### config.mk
export PLATFORM = sky130hd
export DESIGN_NAME = spi_register_writer_flat
export DESIGN_NICKNAME = d
export VERILOG_FILES = /design/src/rtl/spi_register_writer_if.sv /design/src/rtl/spi_register_writer.sv /design/src/flat_wrapper.sv
export SDC_FILE = /design/constraint.sdc
export NUM_CORES = 1
export LEC_CHECK = 0
export ABC_AREA = 1
export CELL_PAD_IN_SITES_DETAIL_PLACEMENT = 0
export CELL_PAD_IN_SITES_GLOBAL_PLACEMENT = 2
export CORE_MARGIN = 8
export CORE_UTILIZATION = 39
export CTS_CLUSTER_SIZE = 28
export DETAILED_ROUTE_END_ITERATION = 16
export DONT_BUFFER_PORTS = 1
export PLACE_DENSITY = 0.9
export SYNTH_ARGS = -nofsm -noshare
export SYNTH_HDL_FRONTEND = slang
export SYNTH_SLANG_ARGS = --single-unit
### constraint.sdc
create_clock -name i_Clock -period 1.8 [get_ports i_Clock]
set_input_delay 0.27 -clock i_Clock [delete_from_list [all_inputs] [get_ports i_Clock]]
set_output_delay 0.27 -clock i_Clock [all_outputs]
set_load 0.005 [all_outputs]
### src/rtl/spi_register_writer_if.sv
// Pin bundle between an SPI host, the synth register-write port and the
// sample readback path of spi_register_writer.
interface spi_register_writer_if #(
  parameter int ADDR_WIDTH = 16,
  parameter int DATA_WIDTH = 8
);
  logic                  i_SPI_SCK;
  logic                  i_SPI_CS_n;
  logic                  i_SPI_MOSI;
  logic                  o_SPI_MISO;
  logic                  o_RegisterWriteEnable;
  logic [ADDR_WIDTH-1:0] o_RegisterNumber;
  logic [DATA_WIDTH-1:0] o_RegisterValue;
  logic                  o_FrameError;
  logic [15:0]           i_Sample;
  logic                  i_SampleReady;

  // The SPI-slave / register-writer side.
  modport slave (
    input  i_SPI_SCK, i_SPI_CS_n, i_SPI_MOSI, i_Sample, i_SampleReady,
    output o_SPI_MISO, o_RegisterWriteEnable, o_RegisterNumber,
           o_RegisterValue, o_FrameError
  );

  // The host / environment side.
  modport master (
    output i_SPI_SCK, i_SPI_CS_n, i_SPI_MOSI, i_Sample, i_SampleReady,
    input  o_SPI_MISO, o_RegisterWriteEnable, o_RegisterNumber,
           o_RegisterValue, o_FrameError
  );
endinterface

### src/rtl/spi_register_writer.sv
// SPI mode-0 slave, oversampled on the synth clock, turning 24-bit frames into
// register writes. Define SPI_SAMPLE_READBACK_EN to return synth samples on MISO.
module spi_register_writer #(
  parameter int SYNC_STAGES = 2,
  parameter int ADDR_WIDTH  = 16,
  parameter int DATA_WIDTH  = 8
) (
  input logic                  i_Clock,
  input logic                  i_Reset_n,
  spi_register_writer_if.slave bus
);
  localparam int FRAME_BITS = ADDR_WIDTH + DATA_WIDTH;
  localparam int CNT_W      = $clog2(FRAME_BITS);
  localparam logic [CNT_W-1:0] LAST_BIT = CNT_W'(FRAME_BITS - 1);

  typedef enum logic {IDLE, SHIFT} state_t;

  logic [SYNC_STAGES-1:0] sck_sync_q, sck_sync_d;
  logic [SYNC_STAGES-1:0] cs_sync_q, cs_sync_d;
  logic [SYNC_STAGES-1:0] mosi_sync_q, mosi_sync_d;
  logic                   sck_prev_q, cs_prev_q;
  logic                   sck_s, cs_s, mosi_s;
  logic                   sck_rise, cs_fall, cs_rise;

  state_t                 state_q, state_d;
  logic [CNT_W-1:0]       bit_cnt_q, bit_cnt_d;
  logic [FRAME_BITS-1:0]  shift_q, shift_d;
  logic [FRAME_BITS-1:0]  frame_next;
  logic                   frame_done;
  logic                   we_q, we_d;
  logic                   err_q, err_d;
  logic [ADDR_WIDTH-1:0]  number_q, number_d;
  logic [DATA_WIDTH-1:0]  value_q, value_d;

  // Synchronisers shift toward the MSB; the top stage is the usable sample.
  always_comb begin
    sck_sync_d  = {sck_sync_q[SYNC_STAGES-2:0],  bus.i_SPI_SCK};
    cs_sync_d   = {cs_sync_q[SYNC_STAGES-2:0],   bus.i_SPI_CS_n};
    mosi_sync_d = {mosi_sync_q[SYNC_STAGES-2:0], bus.i_SPI_MOSI};
  end

  assign sck_s    = sck_sync_q[SYNC_STAGES-1];
  assign cs_s     = cs_sync_q[SYNC_STAGES-1];
  assign mosi_s   = mosi_sync_q[SYNC_STAGES-1];
  assign sck_rise = sck_s & ~sck_prev_q;
  assign cs_fall  = ~cs_s & cs_prev_q;
  assign cs_rise  = cs_s & ~cs_prev_q;

  always_comb begin
    state_d    = state_q;
    bit_cnt_d  = bit_cnt_q;
    shift_d    = shift_q;
    number_d   = number_q;
    value_d    = value_q;
    we_d       = 1'b0;
    err_d      = 1'b0;
    frame_done = 1'b0;
    frame_next = {shift_q[FRAME_BITS-2:0], mosi_s};
    case (state_q)
      IDLE: begin
        if (cs_fall) begin
          state_d   = SHIFT;
          bit_cnt_d = '0;
          shift_d   = '0;
        end
      end
      SHIFT: begin
        if (sck_rise) begin
          if (bit_cnt_q == LAST_BIT) begin
            frame_done = 1'b1;
            we_d       = 1'b1;
            number_d   = frame_next[FRAME_BITS-1:DATA_WIDTH];
            value_d    = frame_next[DATA_WIDTH-1:0];
            shift_d    = '0;
            bit_cnt_d  = '0;
          end else begin
            shift_d   = frame_next;
            bit_cnt_d = bit_cnt_q + CNT_W'(1);
          end
        end
        // A frame finishing on the same cycle as CS rising leaves the count
        // at zero, so it is written and not flagged.
        if (cs_rise) begin
          state_d   = IDLE;
          err_d     = (bit_cnt_d != '0);
          bit_cnt_d = '0;
          shift_d   = '0;
        end
      end
      default: state_d = IDLE;
    endcase
  end

  always_ff @(posedge i_Clock or negedge i_Reset_n) begin
    if (!i_Reset_n) begin
      sck_sync_q  <= '0;
      cs_sync_q   <= '1;
      mosi_sync_q <= '0;
      sck_prev_q  <= 1'b0;
      cs_prev_q   <= 1'b1;
      state_q     <= IDLE;
      bit_cnt_q   <= '0;
      shift_q     <= '0;
      we_q        <= 1'b0;
      err_q       <= 1'b0;
      number_q    <= '0;
      value_q     <= '0;
    end else begin
      sck_sync_q  <= sck_sync_d;
      cs_sync_q   <= cs_sync_d;
      mosi_sync_q <= mosi_sync_d;
      sck_prev_q  <= sck_s;
      cs_prev_q   <= cs_s;
      state_q     <= state_d;
      bit_cnt_q   <= bit_cnt_d;
      shift_q     <= shift_d;
      we_q        <= we_d;
      err_q       <= err_d;
      number_q    <= number_d;
      value_q     <= value_d;
    end
  end

  assign bus.o_RegisterWriteEnable = we_q;
  assign bus.o_RegisterNumber      = number_q;
  assign bus.o_RegisterValue       = value_q;
  assign bus.o_FrameError          = err_q;

`ifdef SPI_SAMPLE_READBACK_EN
  logic        sck_fall;
  logic [15:0] hold_q, hold_d;
  logic [15:0] miso_sr_q, miso_sr_d;
  logic        miso_q, miso_d;

  assign sck_fall = ~sck_s & sck_prev_q;

  // The holding register is the only thing a sample strobe touches; the shift
  // register reloads from it only at frame boundaries.
  always_comb begin
    hold_d    = bus.i_SampleReady ? bus.i_Sample : hold_q;
    miso_sr_d = miso_sr_q;
    miso_d    = miso_q;
    if (state_q == IDLE) begin
      if (cs_fall) begin
        miso_sr_d = hold_q;
        miso_d    = hold_q[15];
      end
    end else if (cs_rise) begin
      miso_d = 1'b0;
    end else if (frame_done) begin
      miso_sr_d = hold_q;
      miso_d    = hold_q[15];
    end else if (sck_fall) begin
      if (bit_cnt_q != '0 && bit_cnt_q < CNT_W'(16)) begin
        miso_d    = miso_sr_q[14];
        miso_sr_d = {miso_sr_q[14:0], 1'b0};
      end else if (bit_cnt_q >= CNT_W'(16)) begin
        miso_d = 1'b0;
      end
    end
  end

  always_ff @(posedge i_Clock or negedge i_Reset_n) begin
    if (!i_Reset_n) begin
      hold_q    <= '0;
      miso_sr_q <= '0;
      miso_q    <= 1'b0;
    end else begin
      hold_q    <= hold_d;
      miso_sr_q <= miso_sr_d;
      miso_q    <= miso_d;
    end
  end

  assign bus.o_SPI_MISO = miso_q;
`else
  logic unused_readback;
  assign unused_readback = ^{bus.i_Sample, bus.i_SampleReady, frame_done};
  assign bus.o_SPI_MISO  = 1'b0;
`endif
endmodule

### src/flat_wrapper.sv
// flat-port wrapper written by rule: the top's interface ports become plain ports
module spi_register_writer_flat 
#(
  parameter int SYNC_STAGES = 2,
  parameter int ADDR_WIDTH  = 16,
  parameter int DATA_WIDTH  = 8
)
  (i_Clock, i_Reset_n, bus_i_SPI_SCK, bus_i_SPI_CS_n, bus_i_SPI_MOSI, bus_i_Sample, bus_i_SampleReady, bus_o_SPI_MISO, bus_o_RegisterWriteEnable, bus_o_RegisterNumber, bus_o_RegisterValue, bus_o_FrameError);
  spi_register_writer_if #(.ADDR_WIDTH(ADDR_WIDTH), .DATA_WIDTH(DATA_WIDTH)) bus_i ();
  input logic i_Clock;
  input logic i_Reset_n;
  input wire logic [$bits(bus_i.i_SPI_SCK)-1:0] bus_i_SPI_SCK;
  input wire logic [$bits(bus_i.i_SPI_CS_n)-1:0] bus_i_SPI_CS_n;
  input wire logic [$bits(bus_i.i_SPI_MOSI)-1:0] bus_i_SPI_MOSI;
  input wire logic [$bits(bus_i.i_Sample)-1:0] bus_i_Sample;
  input wire logic [$bits(bus_i.i_SampleReady)-1:0] bus_i_SampleReady;
  output wire logic [$bits(bus_i.o_SPI_MISO)-1:0] bus_o_SPI_MISO;
  output wire logic [$bits(bus_i.o_RegisterWriteEnable)-1:0] bus_o_RegisterWriteEnable;
  output wire logic [$bits(bus_i.o_RegisterNumber)-1:0] bus_o_RegisterNumber;
  output wire logic [$bits(bus_i.o_RegisterValue)-1:0] bus_o_RegisterValue;
  output wire logic [$bits(bus_i.o_FrameError)-1:0] bus_o_FrameError;
  assign bus_i.i_SPI_SCK = bus_i_SPI_SCK;
  assign bus_i.i_SPI_CS_n = bus_i_SPI_CS_n;
  assign bus_i.i_SPI_MOSI = bus_i_SPI_MOSI;
  assign bus_i.i_Sample = bus_i_Sample;
  assign bus_i.i_SampleReady = bus_i_SampleReady;
  assign bus_o_SPI_MISO = bus_i.o_SPI_MISO;
  assign bus_o_RegisterWriteEnable = bus_i.o_RegisterWriteEnable;
  assign bus_o_RegisterNumber = bus_i.o_RegisterNumber;
  assign bus_o_RegisterValue = bus_i.o_RegisterValue;
  assign bus_o_FrameError = bus_i.o_FrameError;
  spi_register_writer #(.SYNC_STAGES(SYNC_STAGES), .ADDR_WIDTH(ADDR_WIDTH), .DATA_WIDTH(DATA_WIDTH)) u_core (.i_Clock(i_Clock), .i_Reset_n(i_Reset_n), .bus(bus_i));
endmodule
After elaboration in Yosys (flattened, before gate mapping)

Cells that the tools add are included.

Register bits after elaboration: 63
Input bits: 22
Word-level logic and storage cells: 45

Bitwise gates (word level): 7
Add/sub/neg operators: 1
Mux-type cells: 19
Reduce and logical (&&, ||, !) cells: 3
Equal/unequal tests: 3

Operators with widths:

| cell                | count |
|---|---|
| $mux 23             | 4 |
| $pmux 23 s2         | 1 |
| $mux 5              | 5 |
| $pmux 5 s2          | 1 |
| $mux 1              | 7 |
| $add 5x1->5 const B | 1 |
| $eq 5x5->1 const B  | 1 |
| $reduce_bool 5->1   | 1 |
| $not 1->1           | 4 |
| $and 1x1->1         | 3 |
| $ne 3x1->1 const B  | 1 |
| $reduce_and 3->1    | 1 |
| $ne 2x1->1 const B  | 1 |
| $pmux 1 s2          | 1 |
| $reduce_and 2->1    | 1 |

Depth between registers and ports, before layout

Depth after elaboration: 7
Gate-level depth with buffers: 10

Least setup slack after synthesis

No wires, ideal clock.

Path type: reg-to-reg
Start: register u_core.bit_cnt_q[0]
End: register u_core.value_q[1], in the netlist u_core.bus.o_RegisterValue[1]
Cell stages (with the launch flop): 11
Data arrival time: 1.276 ns
Buffers on the path: 2
Clock period less this slack: 1.407 ns
Path slack: 0.393 ns
Data required time: 1.670 ns
Path through: dfrtp_1 > ha_1 > nand2_1 > inv_1 > nand2_2 > inv_1 > nand3_2 > buf_6 > buf_6 > nand2_1 > o21ai_0

Longest elaborated chain between the ends: 2

RTL lines:

| what                              | line                       | RTL |
|---|---|---|
| from (decl)                       | spi_register_writer.sv:26  | `logic [CNT_W-1:0] bit_cnt_q, bit_cnt_d;` |
| from (signal assigned)            | spi_register_writer.sv:115 | `bit_cnt_q <= bit_cnt_d;` |
| $eq 5x5->1                        | spi_register_writer.sv:69  | `if (bit_cnt_q == LAST_BIT) begin` |
| $reduce_and 3->1 (no source line) | n/a                        |  |
| to (signal assigned)              | spi_register_writer.sv:120 | `value_q <= value_d;` |
| to (decl)                         | spi_register_writer.sv:33  | `logic [DATA_WIDTH-1:0] value_q, value_d;` |

Every way passes these cells.
A chain may end at the register's enable or synchronous reset.

Worst setup path after layout

Start: register u_core.bit_cnt_q[0]
End: register u_core.value_q[0], in the netlist u_core.bus.o_RegisterValue[0]

Same word-level chain as after synthesis.

==> metrics.md <==
| Metric | Value |
|---|---|
| Outcome | `finished clean` |
| P&R area growth vs syn | `11.87%` |
| Syn Std Cell Area | `2572 um^2` |
| Number of synthesized flops with an enable pin | `0` |
| Post-CTS Resized | `0` |
| Post-synth top flop | `dfrtp_1` |
| Vias | `1,661` |
| Num CTS Buffers | `9` |
| Die area | `9451 um^2` |
| Die Span Y | `97.22 um` |
| Num Clock Sinks | `63` |
| Syn Inst Count | `254` |
| First-pass GRT wire length | `8128 um` |
| Clock buffer depth | `2` |
| Crit-path max FO | `13` |
| Bufs and invs on worst path | `3` |
| CP max-delay cell | `dfrtp_1` |
| Initial core utilization | `0.4051` |
| Syn Nets | `277` |
| Final nets | `287` |
| Final worst path period share | `0.8643` |
| Fillcell total | `610` |
| P_leak | `1.313 nW` |
| Worst vdd ir | `558.5 uV` |
| RSZ-0062 raised after global routing | `false` |
| Total Wirelength | `4617 um` |
| Vias in the first global route | `1,675` |
| PnR Total Power | `2.743 mW` |
| Seq/Total Area, Yosys | `0.6143` |
| Worst-path clk slew | `70 ps` |
| Final instance count without filler cells | `346` |
| Crit Reg-Reg Startpoint | `u_core.bit_cnt_q[0]$_DFFE_PN0P_` |
| Post-DRT Antenna Nets | `0` |
| Crit. End Element | `flop` |
| Fin worst setup slack | `244.2 ps` |
| Most numerous cell in the Yosys netlist | `nand2_1` |
| Share of layout cells above drive strength 1 | `0.1524` |
| Crit path required time | `2010 ps` |
| Post-DR vias/cell | `4.801` |
| Worst Path Arrival | `1760 ps` |
| Post-synth top cells | `nand2_1, dfrtp_1, inv_1` |
| Core ar. | `6350 um^2` |
| Clock Tree Root | `clkbuf_8` |
| Critical path, cell by cell | `ha_1, nand2_1, inv_1, nand2_2, inv_1, nand3_2, buf_4, nand2_1, o21ai_0` |
| Detailed placement HPWL | `3027 um` |
| Post-synth top area share | `0.5837` |
| Final setup viols | `0` |
| Hold path start | `u_core.sck_sync_q[0]$_DFF_PN0_` |
| Worst path max stage delay | `420 ps` |
| DR DRC count | `0` |
| Die W | `97.22 um` |
| All-Layer GR Usage | `0.1042` |
| Async SR Flop Fraction | `1.000` |
| Rows | `29` |
| Worst slack, placed | `247.0 ps` |
| Post-CTS Setup Bufs | `0` |
| Setup Skew | `7.737 ps` |
| Initial antenna violation count | `0` |
| # IOs | `49` |
| Number of max-cap violations | `0` |
| Flops & latches, synth | `63` |
| Final Max Slew Viols | `0` |
| Synth area leader | `dfrtp_1` |
| Final design utilization | `0.4532` |
| Port bufs | `0` |
| Largest net degree at the start of global routing | `64` |
| Post-DP Area | `2635 um^2` |
| Reg2Reg Depth | `9` |
| Routed WL per cell | `13.34 um` |
| Fin crit period | `1556 ps` |
| Pwr Density | `953.3 nW/um^2` |
| Final Hold Viols | `0` |
| CTS tree | `yes` |
| Synth Warn # | `0` |
| Ant. Diodes | `0` |
| Hold slack | `348.4 ps` |
| RD Place Congestion | `0.7645` |
| DRT iter0 DRCs | `134` |
| Inst Count DP | `325` |
| Setup TNS | `0 ps` |
| 1st-pass router iterations | `6` |
| R2r setup slk | `240 ps` |
| WHS Path Cells | `0` |
| Worst hold path type | `reg2reg` |
| Worst setup SP type | `flop` |
| CP delay by family, top | `flip-flops` |
| Gr ovfl total | `0` |
| Post-route cell area | `2878 um^2` |
| Fmax | `642.8 MHz` |
| Worst skew pair latency | `330 ps` |
| Htree depth | `3` |
| Crit path kind | `reg2reg` |
| FF-to-FF End | `u_core.bus.o_RegisterValue[0]$_DFFE_PN0P_` |
| Synth Area per Inst | `10.13 um^2` |
| Hold path endpoint | `u_core.sck_sync_q[1]$_DFF_PN0_` |
| Ranking of synthesized cells by area | `dfrtp_1, nand2_1, o31ai_1, inv_1, o21ai_0` |
| Library cells used by synthesis | `24` |
-- kinds of logic after synthesis --
family                   synth area share
adder cells (fa/ha/maj)          0.004863
AND/OR/NAND/NOR                    0.1362
AO/OA/AOI/OAI                      0.1474
other                            0.001458
buffers and inverters             0.09582
flip-flops                         0.6143
-- routing by layer --
layer	vias up	share of wire	GRT usage
met2	32	0.44	0.1521
met3	8	0.067	0.05050
met5	-	0	0
met1	783	0.48	0.1282
li1	838	-	-
met4	0	0.012	0.04196
-- worst max path at each step --
stage	from	depth (start not counted)	to	slack, ps
after global routing	u_core.bit_cnt_q[0]$_DFFE_PN0P_	8	u_core.bus.o_RegisterNumber[11]$_DFFE_PN0P_	50
final	u_core.bit_cnt_q[0]$_DFFE_PN0P_	9	u_core.bus.o_RegisterValue[0]$_DFFE_PN0P_	240
after global placement	u_core.bit_cnt_q[0]$_DFFE_PN0P_	9	u_core.bus.o_RegisterValue[1]$_DFFE_PN0P_	240
after CTS	u_core.bit_cnt_q[0]$_DFFE_PN0P_	9	u_core.bus.o_RegisterValue[0]$_DFFE_PN0P_	240
after floorplan	u_core.bit_cnt_q[0]$_DFFE_PN0P_	10	u_core.bus.o_RegisterValue[1]$_DFFE_PN0P_	390
after detailed placement	u_core.bit_cnt_q[0]$_DFFE_PN0P_	9	u_core.bus.o_RegisterValue[5]$_DFFE_PN0P_	250
-- area by class of cell --
class	count	area (um^2)	area share
Timing Repair Buffer	11	137.6	0.04783
Tap cell	77	96.34	0.03348
Clock inverter	5	33.78	0.01174
Multi-Input combinational cell	141	745.7	0.2591
Clock buffer	11	141.4	0.04913
Inverter	38	142.6	0.04957
Sequential cell	63	1580	0.5491
-- layout by cell type, fill, tap and decap left out, types with 2 or more instances in the layout --
cell and n:
clkinvlp_4 2, o22ai_1 4, inv_1 36, inv_2 2
nand3_1 6, o31ai_1 23, o21ai_4 2, clkinv_2 2
dfrtp_1 60, a21oi_1 2, buf_4 4, o21ai_2 3
nor2_1 6, dlygate4sd3_1 4, o21ai_0 20, nand2_2 7
nand2_1 62, buf_12 2, clkbuf_8 10, dfstp_2 3
-- state kept, by name, summed over array words and instances, names as in the netlist --
register / flops
u_core.bus.o_RegisterValue: 8
u_core.cs_prev_q: 1
u_core.mosi_sync_q: 2
u_core.shift_q: 23
u_core.cs_sync_q: 2
u_core.bit_cnt_q: 5
u_core.bus.o_FrameError: 1
u_core.sck_sync_q: 2
u_core.bus.o_RegisterWriteEnable: 1
u_core.sck_prev_q: 1
u_core.state_q: 1
u_core.bus.o_RegisterNumber: 16
-- where the power goes --
group	switching, mW	internal, mW
sequential	0.0225	1.45
combinational	0.145	0.0696
clock	0.527	0.534
-- repair_timing --
item,CTS,global route
endpoints found under the setup margin,0,0
endpoints found under the hold margin,66,0
hold buffers,5,0
-- worst register-to-register path, cell delays in order (launching register included) --
cell	delay, ps
dfrtp_1	420
ha_1	200
nand2_1	60
inv_1	110
nand2_2	90
inv_1	90
nand3_2	130
buf_4	210
nand2_1	60
o21ai_0	80
No activity file was read; power rests on OpenSTA's default activity.
